## config.mk

```make
export PLATFORM = sky130hd
export DESIGN_NAME = pipeline_hazard_ctrl
export DESIGN_NICKNAME = d
export VERILOG_FILES = /design/src/rtl/pipeline_hazard_ctrl.sv
export SDC_FILE = /design/constraint.sdc
export NUM_CORES = 1
export LEC_CHECK = 0
export ABC_AREA = 1
export CORE_MARGIN = 3
export CORE_UTILIZATION = 33
export DETAILED_ROUTE_END_ITERATION = 8
export HOLD_SLACK_MARGIN = 0.12
export PLACE_DENSITY = 0.87
export SYNTH_ARGS = -nofsm -noshare
export SYNTH_HDL_FRONTEND = slang
export SYNTH_SLANG_ARGS = --single-unit
```

## constraint.sdc

```tcl
create_clock -name clk -period 2.3 [get_ports clk]
set_input_delay 0.345 -clock clk [delete_from_list [all_inputs] [get_ports clk]]
set_output_delay 0.345 -clock clk [all_outputs]
set_load 0.02 [all_outputs]
```

## src/rtl/pipeline_hazard_ctrl.sv

```systemverilog
// Stall/flush sequencer for the MIPS31 5-stage pipeline: load-use bubbles, mul/div busy tracking, branch flush.
// Optional build macro HAZARD_STATS_EN adds saturating stall_cycles/flush_count statistics outputs.
module pipeline_hazard_ctrl #(
  parameter int MULT_LAT = 4,
  parameter int DIV_LAT  = 32,
  parameter int CNT_W    = 6
) (
  input  logic        clk,
  input  logic        reset,
  input  logic [31:0] id_instr,
  input  logic [31:0] exe_instr,
  input  logic        exe_GPR_we,
  input  logic [4:0]  exe_GPR_waddr,
  input  logic        branch_taken,
  output logic        pc_ena,
  output logic        if_id_ena,
  output logic        if_id_flush,
  output logic        id_exe_ena,
  output logic        id_exe_bubble,
  output logic        md_busy
`ifdef HAZARD_STATS_EN
  ,
  output logic [31:0] stall_cycles,
  output logic [31:0] flush_count
`endif
);

  localparam logic [5:0] OP_RTYPE = 6'b000000;
  localparam logic [5:0] OP_J     = 6'b000010;
  localparam logic [5:0] OP_JAL   = 6'b000011;
  localparam logic [5:0] OP_BEQ   = 6'b000100;
  localparam logic [5:0] OP_BNE   = 6'b000101;
  localparam logic [5:0] OP_LUI   = 6'b001111;
  localparam logic [5:0] OP_LW    = 6'b100011;
  localparam logic [5:0] OP_SW    = 6'b101011;

  localparam logic [CNT_W-1:0] MULT_CNT = CNT_W'(MULT_LAT - 1);
  localparam logic [CNT_W-1:0] DIV_CNT  = CNT_W'(DIV_LAT - 1);
  localparam logic [CNT_W-1:0] CNT_ONE  = CNT_W'(1);

  typedef enum logic {
    RUN,
    MD_BUSY
  } state_e;

  state_e           state_q, state_d;
  logic [CNT_W-1:0] cnt_q, cnt_d;

  logic [5:0] idOpcode;
  logic [5:0] idFunct;
  logic [4:0] idRs;
  logic [4:0] idRt;
  logic       idRtype;
  logic       rsRead;
  logic       rtRead;
  logic       exeIsLoad;
  logic       loadUse;
  logic       mdOp;
  logic       hiloOp;
  logic       isDiv;
  logic       mdHazard;
  logic       stall;
  logic [CNT_W-1:0] issueCnt;
  logic       unusedBits;

  assign idOpcode  = id_instr[31:26];
  assign idRs      = id_instr[25:21];
  assign idRt      = id_instr[20:16];
  assign idFunct   = id_instr[5:0];
  assign idRtype   = (idOpcode == OP_RTYPE);
  assign unusedBits = ^{exe_instr[25:0], id_instr[15:6]};

  // Shift-by-immediate R-types and j/jal/lui carry no rs operand; only a few formats read rt.
  assign rsRead = !((idOpcode == OP_J) || (idOpcode == OP_JAL) || (idOpcode == OP_LUI) ||
                    (idRtype && ((idFunct == 6'b000000) || (idFunct == 6'b000010) ||
                                 (idFunct == 6'b000011))));
  assign rtRead = idRtype || (idOpcode == OP_BEQ) || (idOpcode == OP_BNE) || (idOpcode == OP_SW);

  assign exeIsLoad = (exe_instr[31:26] == OP_LW);
  assign loadUse   = exeIsLoad && exe_GPR_we && (exe_GPR_waddr != 5'd0) &&
                     ((rsRead && (idRs == exe_GPR_waddr)) || (rtRead && (idRt == exe_GPR_waddr)));

  assign mdOp     = idRtype && (idFunct[5:2] == 4'b0110);
  assign hiloOp   = idRtype && (idFunct[5:2] == 4'b0100);
  assign isDiv    = idFunct[1];
  assign mdHazard = (state_q == MD_BUSY) && (mdOp || hiloOp);
  assign stall    = loadUse || mdHazard;
  assign issueCnt = isDiv ? DIV_CNT : MULT_CNT;

  always_comb begin
    pc_ena        = 1'b1;
    if_id_ena     = 1'b1;
    id_exe_ena    = 1'b1;
    if_id_flush   = 1'b0;
    id_exe_bubble = 1'b0;
    md_busy       = 1'b0;
    if (!reset) begin
      md_busy = (state_q == MD_BUSY);
      if (stall) begin
        pc_ena        = 1'b0;
        if_id_ena     = 1'b0;
        id_exe_bubble = 1'b1;
      end else begin
        if_id_flush = branch_taken;
      end
    end
  end

  // A latency of one leaves issueCnt at zero, so the unit never reports busy for it.
  always_comb begin
    state_d = state_q;
    cnt_d   = cnt_q;
    case (state_q)
      RUN: begin
        if (mdOp && !stall && (issueCnt != '0)) begin
          state_d = MD_BUSY;
          cnt_d   = issueCnt;
        end
      end
      MD_BUSY: begin
        if (cnt_q <= CNT_ONE) begin
          state_d = RUN;
          cnt_d   = '0;
        end else begin
          cnt_d = cnt_q - CNT_ONE;
        end
      end
      default: begin
        state_d = RUN;
        cnt_d   = '0;
      end
    endcase
  end

  always_ff @(posedge clk) begin
    if (reset) begin
      state_q <= RUN;
      cnt_q   <= '0;
    end else begin
      state_q <= state_d;
      cnt_q   <= cnt_d;
    end
  end

`ifdef HAZARD_STATS_EN
  logic [31:0] stallCycles_q;
  logic [31:0] flushCount_q;

  always_ff @(posedge clk) begin
    if (reset) begin
      stallCycles_q <= '0;
      flushCount_q  <= '0;
    end else begin
      if (stall && (stallCycles_q != 32'hFFFF_FFFF)) begin
        stallCycles_q <= stallCycles_q + 32'd1;
      end
      if (if_id_flush && (flushCount_q != 32'hFFFF_FFFF)) begin
        flushCount_q <= flushCount_q + 32'd1;
      end
    end
  end

  assign stall_cycles = stallCycles_q;
  assign flush_count  = flushCount_q;
`endif

endmodule
```

# ---- After elaboration in Yosys (flattened, before gate mapping)
# Index checks and enable logic that the tools add are counted.
# Widths: inputs -> output; s select.
dict set report totals {
  register_bits 7
  input_bits 73
  output_inout_bits 6
  wordCells 61
}
dict set report classes {
  add_sub_neg 1
  order_cmp 1
  n_eq_ne 14
  muxes 14
  bitwise_logic 1
  reduce_logical 28
}
# operator n
set ops {}
lappend ops {{$eq 6x2->1 const B} 4}
lappend ops {{$eq 6x3->1 const B} 2}
lappend ops {{$eq 6x6->1 const B} 2}
lappend ops {{$logic_not 6->1} 2}
lappend ops {{$mux 6} 2}
lappend ops {{$pmux 6 s2} 1}
lappend ops {{$logic_and 1x1->1} 11}
lappend ops {{$logic_or 1x1->1} 11}
lappend ops {{$eq 5x5->1} 2}
lappend ops {{$mux 1} 9}
lappend ops {{$eq 4x3->1 const B} 2}
lappend ops {{$eq 6x4->1 const B} 1}
lappend ops {{$le 6x1->1 const B} 1}
lappend ops {{$reduce_bool 6->1} 1}
lappend ops {{$sub 6x1->6 const B} 1}
lappend ops {{$mux 5} 1}
lappend ops {{$reduce_bool 5->1} 1}
lappend ops {{$logic_not 1->1} 2}
lappend ops {{$ne 2x2->1 const B} 1}
lappend ops {{$pmux 1 s2} 1}
lappend ops {{$not 1->1} 1}

# ---- Depth between registers and ports, before layout
# Gate-level depths: netlist of the first run.
dict set report depth {
  word_depth 15
  ltp_mapped 13
  ltp_nobuf 13
}

# ---- Worst setup path after synthesis of the first run
# Ideal clock, no wire load.
dict set report synth_timing {
  path_kind {input -> output}
  from {in id_instr[29]}
  to {out pc_ena}
  t_arrival_ns 1.390
  t_required_ns 1.955
  path_slack_ns 0.565
  path_stages 10
  path_buffers 1
  path_cell_list {nor2_1 > nand3_2 > nor2_1 > nor2_1 > nand2_1 > nand2_1 > nand2_2 > nand2_1 > nand2_1 > buf_4}
}
dict set report synth_between {
  elab_chain_cells 11
  word_cells_on_any_way 26
  cone_classes {eq/ne (6); mux (2); reduce/logical (18)}
}
# item line_no
set synth_lines {}
lappend synth_lines {{start: declaration} 10} ;# input logic [31:0] id_instr,
lappend synth_lines {{$eq 6x2->1} 74} ;# assign rsRead = !((idOpcode == OP_J) || (idOpcode == OP_JAL) || (idOpcode == OP_LUI) ||
lappend synth_lines {{$logic_or 1x1->1 (3 in a row)} 74}
lappend synth_lines {{$logic_not 1->1} 74}
lappend synth_lines {{$logic_and 1x1->1} 81} ;# ((rsRead && (idRs == exe_GPR_waddr)) || (rtRead && (idRt == exe_GPR_waddr)));
lappend synth_lines {{$logic_or 1x1->1} 81}
lappend synth_lines {{$logic_and 1x1->1} 80} ;# assign loadUse = exeIsLoad && exe_GPR_we && (exe_GPR_waddr != 5'd0) &&
lappend synth_lines {{$logic_or 1x1->1 *} 87} ;# assign stall = loadUse || mdHazard;
lappend synth_lines {{$mux 1 * (2 in a row)} --}
lappend synth_lines {{end: declaration} 15} ;# output logic pc_ena,
# Mark *: on every way between the ends. The rest lies on a longest branch, timed or not.

# ---- Worst setup path in the final report of the first run
dict set report layout_timing {
  from {in id_instr[31]}
  to {out id_exe_bubble}
}
dict set report layout_between {
  elab_chain_cells 11
  word_cells_on_any_way 26
  cone_classes {eq/ne (6); mux (2); reduce/logical (18)}
}
# item line_no
set layout_lines {}
lappend layout_lines {{$eq 6x2->1} 74}
lappend layout_lines {{$logic_or 1x1->1 (3 in a row)} 74}
lappend layout_lines {{$logic_not 1->1} 74}
lappend layout_lines {{$logic_and 1x1->1} 81}
lappend layout_lines {{$logic_or 1x1->1} 81}
lappend layout_lines {{$logic_and 1x1->1} 80}
lappend layout_lines {{$logic_or 1x1->1 *} 87}
lappend layout_lines {{$mux 1 *} 99} ;# if (stall) begin
lappend layout_lines {{$mux 1 *} 97} ;# if (!reset) begin
lappend layout_lines {{end: declaration} 19} ;# output logic id_exe_bubble,
# Marked as above.

==> results of run 1 <==
-- state kept, by name (all words and copies together), names as in the netlist --
signal   count
cnt_q        6
state_q      1
-- metal layers --
| layer | GRT usage | routed length (um) |
|---|---|---|
| met5 | 0 | 0 |
| met4 | 0.0508 | 14 |
| met3 | 0.0230 | 134 |
| met2 | 0.241 | 1030 |
| met1 | 0.153 | 929 |
-- layout make-up --
cell class | count | area (um^2) | share of cell area
Clock buffer | 4 | 26.3 | 0.0198
Tap cell | 28 | 35.0 | 0.0264
Sequential cell | 7 | 140 | 0.105
Multi-Input combinational cell | 115 | 587 | 0.442
Inverter | 27 | 101 | 0.0763
Timing Repair Buffer | 47 | 439 | 0.331
-- report_power, final --
group,internal [W],switching (W)
Combinational,0.0000761,0.0000495
Sequential,0.000121,0.000000144
Clock,0.0000663,0.0000465
Total,0.000264,0.0000961
-- cells in the final DEF, fill, tap and decap left out, drive strengths merged, types with 4 or more instances in the layout --
master / n
nand2: 46
clkdlybuf4s50: 34
nor2: 31
inv: 26
nand3: 9
clkbuf: 8
dfxtp: 7
buf: 6
o21ai: 5
xnor2: 4
-- worst paths after layout --
path | start | to | cells after the start
setup / recovery | id_instr[31] | id_exe_bubble | 12
hold / removal | cnt_q[4]$_SDFFE_PP0P_ | cnt_q[4]$_SDFFE_PP0P_ | 4
setup reg to reg | cnt_q[0]$_SDFFE_PP0P_ | cnt_q[1]$_SDFFE_PP0P_ | 8
hold reg to reg | cnt_q[4]$_SDFFE_PP0P_ | cnt_q[4]$_SDFFE_PP0P_ | 4
-- logic make-up after synthesis --
kind of cell	count (synthesis)	share of synthesized area
and+or+nand+nor	95	0.507
buffers and inverters	29	0.138
AOI/OAI and AO/OA	10	0.0804
xor gates and xnor gates	7	0.0729
DFF	7	0.167
adders and majority gates	2	0.0298
other	1	0.00446
-- critical path, delay by kind of cell --
kind / cells / cell delay [ns]
buffers and inverters: 3 / 0.61
AND/OR/NAND/NOR: 9 / 0.81
-- per-stage QoR --
stage          utilization  setup WS (ns)  TNS (ns)  area (um^2)
2_1_floorplan            -          0.565         0          841
3_3_place_gp         0.568         -0.303     -1.17         1320
3_5_place_dp         0.568         -0.329     -1.28         1320
4_1_cts              0.577        0.00689         0         1340
5_1_grt              0.573        0.00214         0         1330
6_report             0.573          0.185         0         1330
-- what timing repair did --
action / CTS / global route
gates resized for setup: 6 / 10
pin swaps: 1 / 0
endpoints found under the setup margin: 4 / 4
==> metrics.yaml, run 1 <==
floorplanning:
  ios: 79
  rows: 17
  start_util: 0.363
  die_height_um: 56.5
  core_mm2: 0.00232
  die_w_um: 56.5
  dieArea_mm2: 0.00319
synthesis:
  synth_warnings: 0
  yosys-top-cells-area: "nand2_1 (20%), dfxtp_1 (17%), nor2_1 (13%)"
  synth.top_cells.by_count: "nand2_1 (45), nor2_1 (30), inv_1 (23)"
  synth_cell_type_count: 28
  yosysTopAreaCellShare: 0.201
  ys_seq_area_frac: 0.167
  yosysTopAreaCell: "nand2_1"
  synth-seq-cells: 7
  syn-num-nets: 226
  synth_edf_count: 0
  ys_dominant_reg_cell: "dfxtp_1"
  syn_inst: 151
  synth_area_um2: 841
  synthArstFlopShare: 0
  post-synth-top-count-cell: "nand2_1"
  synth_area_per_cell_um2: 5.57
sta:
  fin_crit_sh: 0.919
  hold_ws_ns: 0.549
  clock_skew_ns: 0.00229
  finalMaxSlewViolations: 0
  timing.fmax_ghz: 0.473
  setup_viol: 0
  rsz0062_at_grt: "false"
  hold_viol_final: 0
  min_period_ns: 2.11
status:
  outcome: "finished, final reports clean"
route:
  via_per_inst: 4.43
  drt_iter0_markers: 18
  routedWlPerCell_um: 9.25
  detail-route-antenna-nets: 0
  vias: 1009
  drt_first_pass_iters: 4
  route.detailed.drc: 0
  wl_um: 2110
layout:
  area_growth_pct: 58.0
  nNetsFinal: 276
  fillers: 229
  diodes: 0
  final_cells: 228
  drive_gt1_frac: 0.130
critical_path:
  arrival_ns: 1.77
  cp_data_required_time_ns: 1.96
  worst-setup-path-type: "in -> out"
  path_max_fanout: 4
  cp_slowest_stage_delay_ns: 0.43
  r2r_slack_ns: 0.69
  end_kind: "output pin"
  crit_top_cell: "nand2_1"
  path_cells: "clkdlybuf4s50_1, nor2_2, nand3_2, nor2_1, nor2_1, nand2_1, nand2_1, nand2_2, nand2_1, nand2_1, inv_1, clkbuf_2"
  cp_slowest_cell: "clkdlybuf4s50_1"
  start_kind: "primary input"
global_route:
  grt_pass1_wl_um: 3530
  grt-ovfl-total: 0
  grt_pass1_vias: 939
  track_usage: 0.133
  grt_max_degree: 9
  antenna_found_initial: 0
place:
  dp.cells: 224
  gp_congestion: 0.816
  portBuffers: 41
  dp_hpwl_um: 1840
clock_network:
  cts_setup_buffers: 0
  clk_latency_ns: 0.25
  cts.sinks: 7
  root_buffer: "clkbuf_4"
  hold_buffers: 0
  cts_tree: "built"
  clkTransAtPathRegs_ns: 0.05
  clockBufferDepth: 2
  htree_levels: 1
  cts_inserted_buffers: 3
run:
  maxCapViolations: 0
pwr:
  ir_drop_v: 0.000180
  p_leak_nw: 0.698
  powerDensity_mw_per_mm2: 271
  p_total_w: 0.000360
worst_hold_path:
  hold_class: "reg -> reg"
Note: power is estimated with default switching activity, not from simulation.
==> run 2, diff against run 1 <==
Settings changed: CORE_ASPECT_RATIO set to 1.4, CORE_MARGIN 3 to unset.
==> metrics.yaml, run 2 (synthesis gave the netlist of run 1 again) <==
layout:
  area_growth_pct: 60.1
  final_common_cell: "nand2_1"
  top_register: "cnt_q"
  diodes: 0
  final_cell_mix: "nand2_1 (44), clkdlybuf4s50_1 (35), nor2_1 (28), inv_1 (23), dfxtp_1 (7)"
  reg_top3: "cnt_q: 6 flops, state_q: 1 flops"
  final_util: 0.563
  drive_gt1_frac: 0.141
  final_cells: 233
  largest_reg_flops: 6
  nNetsFinal: 275
global_route:
  grt_pass1_vias: 949
  grt_pass1_wl_um: 3330
  grt-ovfl-total: 0
  track_usage: 0.153
  antenna_found_initial: 0
  grt_max_degree: 9
pwr:
  p_total_w: 0.000364
  ir_drop_v: 0.000147
  p_seq_frac: 0.334
  powerDensity_mw_per_mm2: 270
  internal_power_w: 0.000265
  p_leak_nw: 0.690
  p_sw_frac: 0.272
  clkPwrFrac: 0.320
  power_switching_w: 0.0000991
  p_comb_frac: 0.346
clock_network:
  cts_tree: "built"
  clk_latency_ns: 0.25
  clkTransAtPathRegs_ns: 0.05
  cts_setup_buffers: 0
  cts.sinks: 7
  root_buffer: "clkbuf_4"
  htree_levels: 1
  clockBufferDepth: 2
  cts_inserted_buffers: 3
worst_hold_path:
  hold_class: "reg -> reg"
sta:
  timing.fmax_ghz: 0.453
  min_period_ns: 2.21
  finalMaxSlewViolations: 0
  hold_viol_final: 0
  setup_viol: 0
  fin_crit_sh: 0.960
  clock_skew_ns: 0.00163
  hold_ws_ns: 0.549
  rsz0062_at_grt: "true"
run:
  maxCapViolations: 0
route:
  drt_first_pass_iters: 5
  wl_um: 1880
  vias: 1028
  route.detailed.drc: 0
  detail-route-antenna-nets: 0
  routedWlPerCell_um: 8.05
  drt_iter0_markers: 17
  via_per_inst: 4.41
floorplanning:
  die_height_um: 61.7
  ios: 79
  dieArea_mm2: 0.00276
  die_w_um: 44.7
  start_util: 0.352
  rows: 21
  core_mm2: 0.00239
critical_path:
  start_kind: "primary input"
  crit_top_cell: "nand2_1"
  arrival_ns: 1.86
  path_max_fanout: 4
  worst-setup-path-type: "in -> out"
  cp_slowest_cell: "clkdlybuf4s50_1"
  cp_slowest_stage_delay_ns: 0.54
  path_cells: "clkdlybuf4s50_1, nand2_1, nor2_1, nand2_1, nand2_1, nand2_1, clkinv_1, nand2_1, nand2_1, nand2_2, nand2_1, nand2_2, inv_1, clkdlybuf4s15_2"
  cp_data_required_time_ns: 1.96
  end_kind: "output pin"
status:
  outcome: "finished, final reports clean"
place:
  gp_congestion: 0.762
  dp_hpwl_um: 1590
  portBuffers: 41
  dp.cells: 229
-- run 2: power by group through the flow --
stage	combinational (W)	sequential, W	clock, W
after floorplan	0.0000461	0.000124	0
after global placement	0.000125	0.000124	0
after detailed placement	0.000126	0.000124	0
after CTS	0.000127	0.000122	0.000118
after global routing	0.000139	0.000122	0.000121
final	0.000126	0.000122	0.000116
-- run 2: per-stage QoR --
stage	setup TNS (ns)	setup slack (ns)	area, um^2
floorplan	0	0.565	841
global route	-0.0405	-0.0405	1350
detailed placement	-1.35	-0.349	1320
CTS	0	0.00796	1350
finish	0	0.0917	1350
global placement	-1.18	-0.299	1320
-- run 2: timing repair --
| item | CTS | global route |
|---|---|---|
| resized for setup | 13 | 8 |
| pin swaps | 0 | 2 |
| endpoints found under the hold margin | 0 | 0 |
| hold buffers | 0 | 0 |
| setup endpoints to repair | 4 | 4 |
-- run 2: worst paths after layout --
check	startpoint	end	slack, ns	cells after the start
setup / recovery	id_instr[27]	id_exe_bubble	0.09	14
hold reg to reg	cnt_q[4]$_SDFFE_PP0P_	cnt_q[4]$_SDFFE_PP0P_	0.55	4
setup reg to reg	cnt_q[0]$_SDFFE_PP0P_	cnt_q[1]$_SDFFE_PP0P_	0.66	8
hold / removal	cnt_q[4]$_SDFFE_PP0P_	cnt_q[4]$_SDFFE_PP0P_	0.55	4
-- run 2: area by class of cell --
class	instances	area, um^2
clock buffers	4	26.3
fillers	224	1040
inverters	27	101
multi-input cells	115	597
flip-flops and latches	7	140
well taps	34	42.5
repair buffers	46	439
-- run 2: critical path, delay by kind of cell --
kind	cells	cell delay (ns)
buffers and inverters	4	0.88
and+or+nand+nor	10	0.64
-- run 2: metal layers --
layer | vias to the layer above | global-route usage | part of all wire
met5 | - | 0 | 0
li1 | 554 | - | -
met3 | 4 | 0.0173 | 0.044
met2 | 36 | 0.321 | 0.51
met1 | 434 | 0.159 | 0.43
met4 | 0 | 0.0260 | 0.013
==> run 3, diff against run 2 <==
Settings changed: CORE_UTILIZATION 33 to 30, PLACE_DENSITY 0.87 to 0.8, RECOVER_POWER set to 50.
==> metrics.yaml, run 3 (synthesis gave the netlist of run 1 again) <==
layout:
  final_cells: 237
  nNetsFinal: 277
  ff_latch_area_um2: 140
  reg_top3: "cnt_q: 6 flops, state_q: 1 flops"
  fillers: 290
  top_register: "cnt_q"
  final_common_cell: "nand2_1"
  final_cell_mix: "nand2_1 (45), clkdlybuf4s50_1 (37), nor2_1 (29), inv_1 (23)"
  multiInputGateArea_um2: 587
  drive_gt1_frac: 0.124
  area_growth_pct: 60.6
  largest_reg_flops: 6
  diodes: 0
critical_path:
  r2r_slack_ns: 0.62
  start_kind: "primary input"
  end_kind: "output pin"
  r2r-start: "cnt_q[0]$_SDFFE_PP0P_"
  r2r_end: "cnt_q[1]$_SDFFE_PP0P_"
  path_max_fanout: 5
  reg2reg_depth: 8
  worst-setup-path-type: "in -> out"
  cp_data_required_time_ns: 1.96
  arrival_ns: 1.91
sta:
  timing.fmax_ghz: 0.444
  hold_viol_final: 0
  clock_skew_ns: 0.00310
  fin_crit_sh: 0.979
  rsz0062_at_grt: "true"
  setup_viol: 0
  min_period_ns: 2.25
  finalMaxSlewViolations: 0
global_route:
  antenna_found_initial: 0
  gr-usage-met3: 0.0167
  grt_pass1_wl_um: 3200
  grtUsageMet1: 0.158
  grt_pass1_vias: 876
  track_usage: 0.143
  met2_usage: 0.247
  grt_max_degree: 9
  top_usage_layer: "met2"
  grt-ovfl-total: 0
place:
  gp_congestion: 0.842
  dp.cells: 233
  dp_hpwl_um: 1620
  portBuffers: 41
route:
  detail-route-antenna-nets: 0
  routedWlPerCell_um: 7.95
  wl_um: 1880
  drt_iter0_markers: 13
  via_per_inst: 4.31
  drt_first_pass_iters: 4
  route.detailed.drc: 0
  vias: 1022
clock_network:
  cts_inserted_buffers: 3
  clkTransAtPathRegs_ns: 0.05
  cts.sinks: 7
  cts_setup_buffers: 0
  clockBufferDepth: 2
  cts_tree: "built"
  clk_latency_ns: 0.25
  root_buffer: "clkbuf_4"
  htree_levels: 1
pwr:
  powerDensity_mw_per_mm2: 269
  p_leak_nw: 0.680
  ir_drop_v: 0.000137
  p_total_w: 0.000363
run:
  maxCapViolations: 0
floorplanning:
  ios: 79
  start_util: 0.318
  core_mm2: 0.00264
  dieArea_mm2: 0.00302
  die_w_um: 46.7
  rows: 22
  die_height_um: 64.6
worst_hold_path:
  hold_start: "cnt_q[4]$_SDFFE_PP0P_"
  hold_class: "reg -> reg"
  holdPathEnd: "cnt_q[4]$_SDFFE_PP0P_"
  min_path_cells: 4
status:
  outcome: "finished, final reports clean"
==> run 3: changes by cell type in the layout (fill, tap and decap cells not counted), sizes merged <==
cell	delta
clkdlybuf4s15	-1
dlymetal6s2s	-2
clkdlybuf4s50	+2
buf	-1
dlygate4sd2	+2
clkbuf	+2
==> run 3: per-stage QoR <==
stage	hold slack [ns]	worst slack [ns]	setup TNS, ns	utilization	cell area, um^2
floorplan	0.414	0.565	0	-	841
global placement	0.529	-0.280	-1.10	0.505	1330
detailed placement	0.538	-0.294	-1.17	0.505	1330
CTS	0.547	0.0225	0	0.514	1360
global route	0.588	-0.129	-0.257	0.511	1350
finish	0.558	0.0477	0	0.511	1350
==> run 3: worst max-delay path by stage <==
stage | startpoint | end | slack, ns | depth (start not counted)
3_3_place_gp | id_instr[29] | pc_ena | -0.28 | 11
4_1_cts | id_instr[29] | id_exe_bubble | 0.02 | 14
3_5_place_dp | id_instr[29] | id_exe_bubble | -0.29 | 9
6_report | id_instr[29] | pc_ena | 0.05 | 11
5_1_grt | id_instr[29] | pc_ena | -0.13 | 11
2_1_floorplan | id_instr[29] | pc_ena | 0.57 | 10
==> run 3: layout make-up <==
cell class	count	share of cell area
multi-input combinational	115	0.435
timing repair buffer	48	0.334
clock buffer	4	0.0195
inverter	27	0.0751
tap	36	0.0334
sequential	7	0.104
==> run 3: report_power, final <==
group / internal [W] / leakage, nW / switching, W / total, W
clock network: 0.0000663 / 0.0150 / 0.0000468 / 0.000113
logic: 0.0000793 / 0.609 / 0.0000490 / 0.000128
registers: 0.000122 / 0.0564 / 0.000000142 / 0.000122
==> run 3: what timing repair did <==
action / CTS / global route
hold buffers: 0 / 0
gates cloned: 0 / 0
endpoints found under the setup margin: 4 / 4
pin swaps: 1 / 0
gates resized for setup: 6 / 3
==> run 3: worst max-delay path, stage by stage <==
cell and delay (ns):
clkdlybuf4s50_1 0.49, nor2_2 0.16, nand3_2 0.11, nor2_1 0.12, nor2_1 0.05, nand2_1 0.05, nand2_1 0.05, nand2_2 0.05
nand2_1 0.07, nand2_1 0.09, dlygate4sd2_1 0.33
==> run 3: layer usage <==
metal | vias up | wire length (um)
li1 | 562 | -
met1 | 423 | 784
met2 | 33 | 940
met3 | 4 | 114
met4 | 0 | 44
met5 | - | 0
